File: src/rtl/adder_share_ctrl.sv
// rtl/adder_share_ctrl.sv - round-robin sharing of one external 4-bit adder by two requesters; ADDER_SHARE_OVF_CNT_EN adds ovf_count[7:0]
module adder_share_ctrl #(
    parameter int unsigned SETTLE_CYCLES = 4
) (
    input  logic       clk,
    input  logic       rst_n,
    input  logic       req0,
    input  logic [3:0] a0,
    input  logic [3:0] b0,
    output logic       gnt0,
    input  logic       req1,
    input  logic [3:0] a1,
    input  logic [3:0] b1,
    output logic       gnt1,
    output logic [3:0] add_a,
    output logic [3:0] add_b,
    input  logic [3:0] add_sum,
    input  logic       add_cout,
    input  logic       add_ovf,
    output logic       resp_valid,
    input  logic       resp_ready,
    output logic       resp_id,
    output logic [3:0] resp_sum,
    output logic       resp_cout,
    output logic       resp_ovf,
    output logic       busy
`ifdef ADDER_SHARE_OVF_CNT_EN
    ,
    output logic [7:0] ovf_count
`endif
);

    typedef enum logic [1:0] {
        IDLE  = 2'd0,
        DRIVE = 2'd1,
        RESP  = 2'd2
    } state_t;

    localparam logic [3:0] CNT_LOAD = 4'(SETTLE_CYCLES - 1);

    state_t     state;
    state_t     state_nxt;
    logic [3:0] cnt;
    logic       last;

    always_ff @(posedge clk or negedge rst_n) begin
        if (!rst_n) begin
            state <= IDLE;
        end else begin
            state <= state_nxt;
        end
    end

    // Tie goes to the requester that was not served last; last resets to 1
    // so requester 0 wins the first tie.
    always_comb begin
        state_nxt = state;
        gnt0      = 1'b0;
        gnt1      = 1'b0;
        case (state)
            IDLE: begin
                gnt0 = req0 & (~req1 | last);
                gnt1 = req1 & ~gnt0;
                if (gnt0 | gnt1) begin
                    state_nxt = DRIVE;
                end
            end
            DRIVE: begin
                if (cnt == 4'd0) begin
                    state_nxt = RESP;
                end
            end
            RESP: begin
                if (resp_ready) begin
                    state_nxt = IDLE;
                end
            end
            default: begin
                state_nxt = IDLE;
            end
        endcase
    end

    assign busy = (state != IDLE);

    // Operands stay on the adder until the next grant so its gate-delayed
    // outputs are never disturbed while settling or while a response waits.
    always_ff @(posedge clk or negedge rst_n) begin
        if (!rst_n) begin
            add_a      <= 4'd0;
            add_b      <= 4'd0;
            resp_valid <= 1'b0;
            resp_id    <= 1'b0;
            resp_sum   <= 4'd0;
            resp_cout  <= 1'b0;
            resp_ovf   <= 1'b0;
            cnt        <= 4'd0;
            last       <= 1'b1;
        end else begin
            case (state)
                IDLE: begin
                    if (gnt0 | gnt1) begin
                        add_a   <= gnt1 ? a1 : a0;
                        add_b   <= gnt1 ? b1 : b0;
                        resp_id <= gnt1;
                        last    <= gnt1;
                        cnt     <= CNT_LOAD;
                    end
                end
                DRIVE: begin
                    if (cnt != 4'd0) begin
                        cnt <= cnt - 4'd1;
                    end else begin
                        resp_sum   <= add_sum;
                        resp_cout  <= add_cout;
                        resp_ovf   <= add_ovf;
                        resp_valid <= 1'b1;
                    end
                end
                RESP: begin
                    if (resp_ready) begin
                        resp_valid <= 1'b0;
                    end
                end
                default: begin
                    resp_valid <= 1'b0;
                end
            endcase
        end
    end

`ifdef ADDER_SHARE_OVF_CNT_EN
    always_ff @(posedge clk or negedge rst_n) begin
        if (!rst_n) begin
            ovf_count <= 8'd0;
        end else if (resp_valid && resp_ready && resp_ovf && (ovf_count != 8'hFF)) begin
            ovf_count <= ovf_count + 8'd1;
        end
    end
`endif

endmodule
File: config.mk
export PLATFORM = sky130hd
export DESIGN_NAME = adder_share_ctrl
export DESIGN_NICKNAME = d
export VERILOG_FILES = /design/src/rtl/adder_share_ctrl.sv
export SDC_FILE = /design/constraint.sdc
export NUM_CORES = 1
export LEC_CHECK = 0
export CORE_MARGIN = 2
export CORE_UTILIZATION = 38
export CTS_CLUSTER_DIAMETER = 40
export CTS_CLUSTER_SIZE = 25
export DETAILED_ROUTE_END_ITERATION = 6
export GPL_TIMING_DRIVEN = 0
export PLACE_DENSITY = 0.75
export SLEW_MARGIN = 10
export SYNTH_ARGS = -nofsm -noshare
export SYNTH_HDL_FRONTEND = slang
export SYNTH_SLANG_ARGS = --single-unit
File: constraint.sdc
create_clock -name clk -period 1.41 [get_ports clk]
set_input_delay 0.141 -clock clk [delete_from_list [all_inputs] [get_ports clk]]
set_output_delay 0.141 -clock clk [all_outputs]
set_load 0.01 [all_outputs]
; After elaboration in Yosys (flattened, before gate mapping)
; Cells that the tools add are included.
[op_classes]
mux = 14
bitwise_logic = 9
n_addsub = 1
n_eq_ne = 8
reduce_logical = 10
[ops]
columns = cell, n
row1 = $mux W4, 4
row2 = $ne A2 B2 Y1 const B, 6
row3 = $reduce_and A3 Y1, 3
row4 = $pmux W4 S2, 1
row5 = $mux W2, 3
row6 = $pmux W2 S3, 1
row7 = $logic_not A4 Y1, 1
row8 = $mux W1, 4
row9 = $not A1 Y1, 4
row10 = $reduce_and A2 Y1, 2
row11 = $reduce_bool A2 Y1, 2
row12 = $reduce_bool A4 Y1, 1
row13 = $sub A4 B1 Y4 const B, 1
row14 = $or A1 B1 Y1, 3
row15 = $pmux W1 S3, 1
row16 = $and A1 B1 Y1, 2
row17 = $eq A2 B1 Y1 const B, 1
row18 = $eq A2 B2 Y1 const B, 1
row19 = $logic_not A2 Y1, 1
[totals]
inputBits = 27
out_inout_bits = 19
elab_cells = 52
ff_bits = 23

; Depth between registers and ports, before layout
; Gate-level depths: netlist of the first run.
[logic_depth]
ltp_word = 9
ltp_mapped = 6
mapped_depth_nobuf = 5

; Least setup slack after synthesis of the first run
; No wires, ideal clock.
[synth_path]
path_kind = reg2reg
start = register cnt[0]
end = register cnt[3]
arrival_ns = 1.342
path_slack_ns = -0.011
required_time_ns = 1.331
path_stages_with_launch = 6
path_buffers = 0
synth_period_minus_slack_ns = 1.421
setup_time_ns = 0.079
path_cell_list = dfrtp_1 -> inv_1 -> ha_1 -> or3b_2 -> nand3_1 -> mux2i_1
[synth_between]
elab_chain_cells = 3
elab_cells_between_ends = 6
classes_between = add/sub (1) / eq/ne (1) / mux (2) / reduce/logical (2)
[synth_rtl]
columns = element, line
row1 = from (decl), 43  ; logic [3:0] cnt;
row2 = from (signal assigned), 112  ; cnt <= cnt - 4'd1;
row3 = $sub A4 B1 Y4 / $reduce_bool A4 Y1 (equally long branches), "112, 111"
row4 = $mux W4 / $ne A2 B2 Y1 (equally long branches), --
row5 = $pmux W4 S2 / $reduce_and A3 Y1 (equally long branches), --
; Parallel ways exist; a longest one is shown, timed or not. The select of a mux whose other input is x is not followed.
; A chain may end at the register's enable or synchronous reset.

; Worst setup path after layout of the first run
[layout_path]
start = register state[0]
end = output gnt1
[layout_between]
elab_chain_cells = 2
[layout_rtl]
columns = element, line
row1 = from (decl), 41  ; state_t state;
row2 = from (signal assigned), 50  ; state <= state_nxt;
row3 = $logic_not A2 Y1, 60  ; case (state)
row4 = $mux W1, 60
row5 = to (decl), 14  ; output logic gnt1,
; Every way passes these cells.

==> results of run 1 <==
cells by family (layout without fill, tap and decap cells):
logic type	count (synthesis)	after routing	share of synthesized area, %
AO/OA/AOI/OAI	30	30	17.8
AND/OR/NAND/NOR	24	24	13.1
flip-flops	23	23	51.7
buffers and inverters	18	81	7.29
multiplexers	8	8	7.85
adder cells (fa/ha/maj)	2	2	2.24
area by class of cell:
class                           instances  area (sq um)  area share (%)
Multi-Input combinational cell         64           642            33.0
Sequential cell                        23           577            29.7
Timing Repair Buffer                   60           574            29.5
Inverter                               13          53.8            2.77
Tap cell                               31          38.8            1.99
Buffer                                  4          32.5            1.67
Clock buffer                            4          26.3            1.35
worst min path at each step:
| stage | endpoint | slack, ns | depth (start not counted) |
|---|---|---|---|
| after floorplan | add_a[0]$_DFFE_PN0P_ | -0.15 | 0 |
| after global placement | resp_id$_DFFE_PN0P_ | 0.46 | 1 |
| after detailed placement | resp_id$_DFFE_PN0P_ | 0.47 | 1 |
| after CTS | add_a[1]$_DFFE_PN0P_ | 0.40 | 3 |
| after global routing | add_a[1]$_DFFE_PN0P_ | 0.44 | 3 |
| final | add_a[0]$_DFFE_PN0P_ | 0.38 | 1 |
layout by cell type, fill, tap and decap left out, drive strengths merged, types with 2 or more instances in the layout:
| cell type | n |
|---|---|
| clkdlybuf4s50 | 38 |
| dfrtp | 22 |
| buf | 21 |
| inv | 13 |
| o21ai | 13 |
| nand4 | 8 |
| o311ai | 8 |
| mux2 | 6 |
| clkbuf | 5 |
| dlymetal6s2s | 4 |
| nor2 | 4 |
| nand3 | 3 |
| a21oi | 3 |
| nand2 | 2 |
| mux2i | 2 |
| a21o | 2 |
| or3b | 2 |
| ha | 2 |
cell usage after synthesis:
cell type,number
o21a_1,1
o22ai_1,1
o21ai_2,1
or3b_2,2
nand3_1,3
mux2_2,6
nand4_1,8
o221ai_1,1
ha_1,2
nor2b_1,1
nor2_1,4
inv_1,12
buf_2,2
dfstp_2,1
nand2b_1,1
a21boi_0,1
nor3b_2,1
nor3_1,1
inv_2,1
o21ai_0,12
a21o_1,2
mux2i_1,2
o311ai_0,1
clkbuf_1,1
buf_6,1
buf_4,1
nand2_2,2
a21oi_1,3
dfrtp_1,22
o311ai_1,7
and3_1,1
power breakdown:
group / total, mW / internal (mW) / switching [mW]
sequential: 1.21 / 0.996 / 0.211
combinational: 2.48 / 1.36 / 1.11
clock: 0.306 / 0.110 / 0.195
state kept, by name, indices dropped and copies added (netlist names):
signal,flops
add_a,4
add_b,4
cnt,4
resp_sum,4
state,2
last,1
resp_cout,1
resp_id,1
resp_ovf,1
resp_valid,1
routing by layer:
layer  wire length, microns  vias up  share of wire (%)  global-route usage [%]
li1                       -      512                  -                       -
met1                   1250      509                 41                    21.8
met2                   1540       45                 50                    35.1
met3                    213        6                7.0                    3.35
met4                     55        0                1.8                    5.98
met5                      0        -                  0                       0
timing repair:
item,4_1_cts,5_1_grt
setup endpoints to repair,21,26
cloned,0,0
resized for setup,37,32
setup buffers,11,4
pin swaps,2,5
per-stage QoR:
step	power (mW)	hold WS, ns	cell area [sq um]
3_3_place_gp	2.85	0.464	1610
6_report	3.99	0.379	1940
5_1_grt	4.23	0.439	1940
4_1_cts	3.63	0.404	1810
2_1_floorplan	2.08	-0.155	1120
3_5_place_dp	2.90	0.469	1610
==> summary.txt, run 1 <==
Critical path
  • Startpoint types: flop
  • Most frequent cell on the critical path: buf_6
  • Worst r2r src: last$_DFFE_PN1P_
  • CP Cell Sequence: nor2_2 -> buf_4 -> and3_4 -> buf_6 -> buf_6
  • Critical path depth in cells: 5
  • Worst r2r dst: add_b[1]$_DFFE_PN0P_
  • Critical path endpoint category: output pin
  • Data required, critical path: between 1 and 1.5 ns
  • Worst Path Arrival: 1.37 ns
  • Crit path buffers/inverters: 3
  • Path depth of the worst reg2reg path: 5
  • Timing startpoint of the critical path: state[0]$_DFFE_PN0P_
  • Critical path class: reg2out
  • Critical Path End: gnt1
  • Critical path's top delay family: flip-flops
  • Slowest stage cell, crit path: dfrtp_1
  • Worst Path Max Fanout: 2
  • Slowest stage delay, CP: approximately 0.42 ns
  • R2r setup slk: -0.08 ns

Floorplanning
  • Starting Density: approximately 40%
  • Core area: about 2800 sq um
  • Top Ports: between 40 and 50
  • Die area: between 3000 and 4000 sq um
  • DIE HEIGHT: 58.2 microns
  • Die width: about 58 microns
  • Num rows: 19

Drt
  • Via/cell ratio: about 5.4
  • DR DRC count: 0
  • Post-DRT Antenna Nets: 0
  • 1st-pass router iterations: 4
  • Final WL: between 3000 and 4000 microns
  • Avg WL per Cell: roughly 15 microns
  • Initial DRC Count: 14
  • Routed via count: between 1k and 1.5k

GRT
  • Pin count of the biggest net entering global routing: 24
  • GRT Overall Usage: around a fifth
  • Vias in the first global route: around 1.1k
  • Initial antenna violation count: 0
  • Gr ovfl total: 0
  • First-pass GRT wire length: approximately 4900 microns

Yosys
  • Yosys top cell by area: dfrtp_1
  • Sequential area share after synthesis: around half
  • Yosys top cell area share: 49.3%
  • Synth area leaders: dfrtp_1, mux2_2, o311ai_1, o21ai_0, nand4_1
  • Post-Syn Nets: between 100 and 150
  • Synth warn: 0
  • Synthesized area: approximately 1100 sq um
  • Post-Syn Area per Cell: around 11 sq um
  • Yosys reg bits: 23
  • Yosys cell types: 31
  • Synthesized instance count: between 100 and 150

Layout
  • Fill cells: 210
  • # nets final: 198
  • Fin cells: ~200
  • Share of cells above drive strength 1: 36.9%
  • Antenna cells: 0
  • Syn-to-layout area delta: 74.2%
  • Final Core Density: a little over two thirds

STA
  • Slew margin rel.: between 30% and 40%
  • Setup Skew: 0.00358 ns
  • Final setup violating endpoints: 16
  • Final Hold Viols: 0
  • RSZ-0062 raised after global routing: yes
  • Worst Tran Pin Value: between 1 and 1.5 ns
  • Fin crit share: 107%
  • Final min period: between 1.5 and 2 ns
  • Max Fclk: about 0.66 GHz
  • Fin worst setup slack: -0.0979 ns
  • Final count of pins violating max slew: 0
  • Fin Setup TNS: -0.776 ns

Clock network
  • Total CTS buffers: 3
  • Clock buffer depth: 2
  • Cts hold-fix bufs: 0
  • Clk_lat worst skew: about 0.31 ns
  • Clk slew on worst S/H paths: roughly 0.13 ns
  • CTS tree: built
  • CTS Sinks: 23
  • H-tree depth: 1
  • Clock Tree Root: clkbuf_4

Power
  • LEAKAGE: between 0.8 and 0.9 nW
  • Worst vdd ir: between 0.001 and 0.0015 V
  • Power Dens Cells: 2050 nW/um^2

Place
  • IO Port Bufs: 45
  • Post-placement setup slack: -0.465 ns
  • Dpl cells: between 150 and 200
  • Placer Congestion: ~0.75
  • Hpwl dp: 1980 microns

Run
  • Number of max-cap violations: 0

Worst hold path
  • Worst min-delay path category: in2async

Run status
  • Outcome: finished with violations
  • Failing checks: negative setup slack
Note: power is estimated with default switching activity, not from simulation.
==> run 2: changes to the inputs <==
--- a/config.mk
+++ b/config.mk
@@ -11,6 +11,7 @@
 export CTS_CLUSTER_SIZE = 25
 export DETAILED_ROUTE_END_ITERATION = 6
 export GPL_TIMING_DRIVEN = 0
+export HOLD_SLACK_MARGIN = 0.1
 export PLACE_DENSITY = 0.75
 export SLEW_MARGIN = 10
 export SYNTH_ARGS = -nofsm -noshare
==> results of run 2 <==
Same layout as run 1: the final DEF is identical, and so are final timing and power.
==> run 3: changes to the inputs <==
--- a/config.mk
+++ b/config.mk
@@ -6,13 +6,14 @@
 export NUM_CORES = 1
 export LEC_CHECK = 0
 export CORE_MARGIN = 2
-export CORE_UTILIZATION = 38
-export CTS_CLUSTER_DIAMETER = 40
+export CORE_UTILIZATION = 54
+export CTS_CLUSTER_DIAMETER = 30
 export CTS_CLUSTER_SIZE = 25
 export DETAILED_ROUTE_END_ITERATION = 6
+export DONT_BUFFER_PORTS = 1
 export GPL_TIMING_DRIVEN = 0
 export HOLD_SLACK_MARGIN = 0.1
-export PLACE_DENSITY = 0.75
+export PLACE_DENSITY = 0.72
 export SLEW_MARGIN = 10
 export SYNTH_ARGS = -nofsm -noshare
 export SYNTH_HDL_FRONTEND = slang
==> run 3 against run 2 <==
The run still ends with negative setup slack left. Wire length increased by 36%. Core utilization increased by 21 points. Global-route usage up 6.4 points. Sequential power up 16%. Via count rose by 5.3%. Largest cell class unchanged. Highest routed layer unchanged.
==> summary.txt, run 3 (same netlist as run 1, synthesis figures left out) <==
Run status
  • Outcome: finished with violations
  • Failing checks: negative setup slack

Floorplanning
  • Core area: around 2000 sq um
  • Starting Density: between 50% and 60%
  • Die area: around 2400 sq um
  • DIE HEIGHT: around 50 microns
  • Top Ports: between 40 and 50
  • Die width: 49.5 microns
  • Num rows: 16

STA
  • Setup Skew: 0.0155 ns
  • Final min period: 1.58 ns
  • Max Fclk: 0.633 GHz
  • RSZ-0062 raised after global routing: yes
  • Final setup violating endpoints: 20
  • Fin worst setup slack: -0.169 ns
  • Final Hold Viols: 0
  • Worst Tran Pin Value: 1.07 ns
  • Final count of pins violating max slew: 0
  • Slew margin rel.: about 28%
  • Fin crit share: 112%

Layout
  • Syn-to-layout area delta: 59.8%
  • Commonest non-fill, non-tap cells in the layout: dlygate4sd3_1, dfrtp_1, inv_1, buf_4
  • Most common cell after layout, fill and taps aside: dlygate4sd3_1
  • # nets final: 180
  • Fin cells: approximately 180
  • Share of cells above drive strength 1: 36.7%
  • Fill cells: around 70
  • Antenna cells: 0

Worst hold path
  • Worst min-delay path category: in2reg

Drt
  • Post-DRT Antenna Nets: 0
  • DR DRC count: 0
  • Avg WL per Cell: 23.4 microns
  • Initial DRC Count: 59
  • Final WL: between 4000 and 5000 microns
  • 1st-pass router iterations: 4
  • Routed via count: roughly 1.1k
  • Via/cell ratio: roughly 6.4

Power
  • LEAKAGE: around 0.8 nW
  • Sw Pwr: 1.66 mW
  • Internal cell power: 2.16 mW
  • Clk pwr share: between 8 and 9%
  • Power Dens Cells: about 2100 nW/um^2
  • Reg power frac: a little over a third
  • Power Total: between 3 and 4 mW
  • Combinational Power Share: a little under three fifths
  • Worst vdd ir: 0.00153 V
  • Sw frac: 43.5%

Clock network
  • Total CTS buffers: 3
  • Clk slew on worst S/H paths: 0.14 ns
  • H-tree depth: 1
  • Clock Tree Root: clkbuf_4
  • Clk_lat worst skew: between 0.3 and 0.4 ns
  • CTS Sinks: 23
  • CTS tree: built
  • Clock buffer depth: 2

Critical path
  • Worst Path Max Fanout: 10
  • Data required, critical path: 1.60 ns
  • Startpoint types: flop
  • R2r setup slk: -0.17 ns
  • Critical path class: reg2reg
  • Critical path endpoint category: flop
  • Worst Path Arrival: between 1.5 and 2 ns

Place
  • Placer Congestion: about 0.8
  • IO Port Bufs: 0
  • Hpwl dp: 1610 microns
  • Dpl cells: approximately 130

GRT
  • Pin count of the biggest net entering global routing: 24
  • GRT Overall Usage: approximately 25%
  • Gr ovfl total: 0
  • Initial antenna violation count: 0
  • First-pass GRT wire length: about 4700 microns
  • Vias in the first global route: 1,005

Run
  • Number of max-cap violations: 0
[run 3: cell count changes in the layout (fill, tap and decap cells not counted), moves of 2 or more]
cell	delta
clkdlybuf4s50_1	-38
dlygate4sd3_1	+26
buf_4	-4
dlymetal6s2s_1	-4
o21ai_0	+4
o21ai_2	-4
buf_6	-2
buf_8	+2
nor2_2	-2
nor2_4	+2
o21ai_4	+2
o311ai_1	+2
o311ai_4	-2
[run 3: final cells by class]
cell class / count / area (sq um) / share of cell area (%)
multi-input combinational: 65 / 622 / 34.9
sequential: 23 / 578 / 32.4
timing repair buffer: 40 / 415 / 23.3
inverter: 13 / 56.3 / 3.16
buffer: 5 / 50.0 / 2.81
tap: 27 / 33.8 / 1.89
clock buffer: 3 / 22.5 / 1.26
clock inverter: 1 / 5.00 / 0.281
[run 3: what timing repair did]
item,in CTS,in global routing
buffers inserted,10,2
pin swaps,5,5
hold endpoints to repair,39,2
hold buffers,24,2
gates resized for setup,16,29
cloned,1,2
setup endpoints to repair,20,23
[run 3: power by group through the flow]
stage                     Clock, mW  Sequential (mW)  Combinational, mW
after floorplan                   0             1.29              0.789
after global placement            0             1.35              0.914
after detailed placement          0             1.36              0.950
after CTS                     0.309             1.34               1.39
after global routing          0.354             1.42               2.20
final                         0.325             1.40               2.10
[run 3: worst max-delay path: stages (launching register included)]
cell	delay (ns)
dfrtp_2	0.47
nor2_4	0.17
buf_6	0.14
buf_4	0.20
o21ai_4	0.10
o311ai_1	0.37
[run 3: worst paths after layout]
path | startpoint | to | cells after the start
max | state[0]$_DFFE_PN0P_ | add_b[0]$_DFFE_PN0P_ | 5
min | req0 | add_b[3]$_DFFE_PN0P_ | 2
max reg2reg | state[0]$_DFFE_PN0P_ | add_b[0]$_DFFE_PN0P_ | 5
min reg2reg | cnt[3]$_DFFE_PN0P_ | cnt[3]$_DFFE_PN0P_ | 1
max in group asynchronous | rst_n | state[0]$_DFFE_PN0P_ | 1
min in group asynchronous | rst_n | add_a[0]$_DFFE_PN0P_ | 1
[run 3: metrics by stage]
| step | setup slack (ns) | util, % | TNS [ns] | cell area, sq um | hold slack [ns] |
|---|---|---|---|---|---|
| 6_report | -0.169 | 90.9 | -1.09 | 1780 | 0.125 |
| 5_1_grt | -0.160 | 90.9 | -1.78 | 1780 | 0.114 |
| 4_1_cts | -0.0405 | 80.9 | -0.0694 | 1590 | 0.127 |
| 3_5_place_dp | -0.140 | 58.7 | -1.32 | 1150 | -0.154 |
| 3_3_place_gp | -0.0964 | 58.7 | -0.745 | 1150 | -0.154 |
| 2_1_floorplan | 0.0137 | - | 0 | 1120 | -0.155 |
[run 3: per-layer routing]
| layer | vias to the layer above | part of all wire [%] | track usage (%) |
|---|---|---|---|
| li1 | 481 | - | - |
| met1 | 556 | 38 | 31.1 |
| met2 | 75 | 50 | 42.1 |
| met3 | 17 | 8.7 | 4.85 |
| met4 | 0 | 3.5 | 13.4 |
| met5 | - | 0 | 0 |
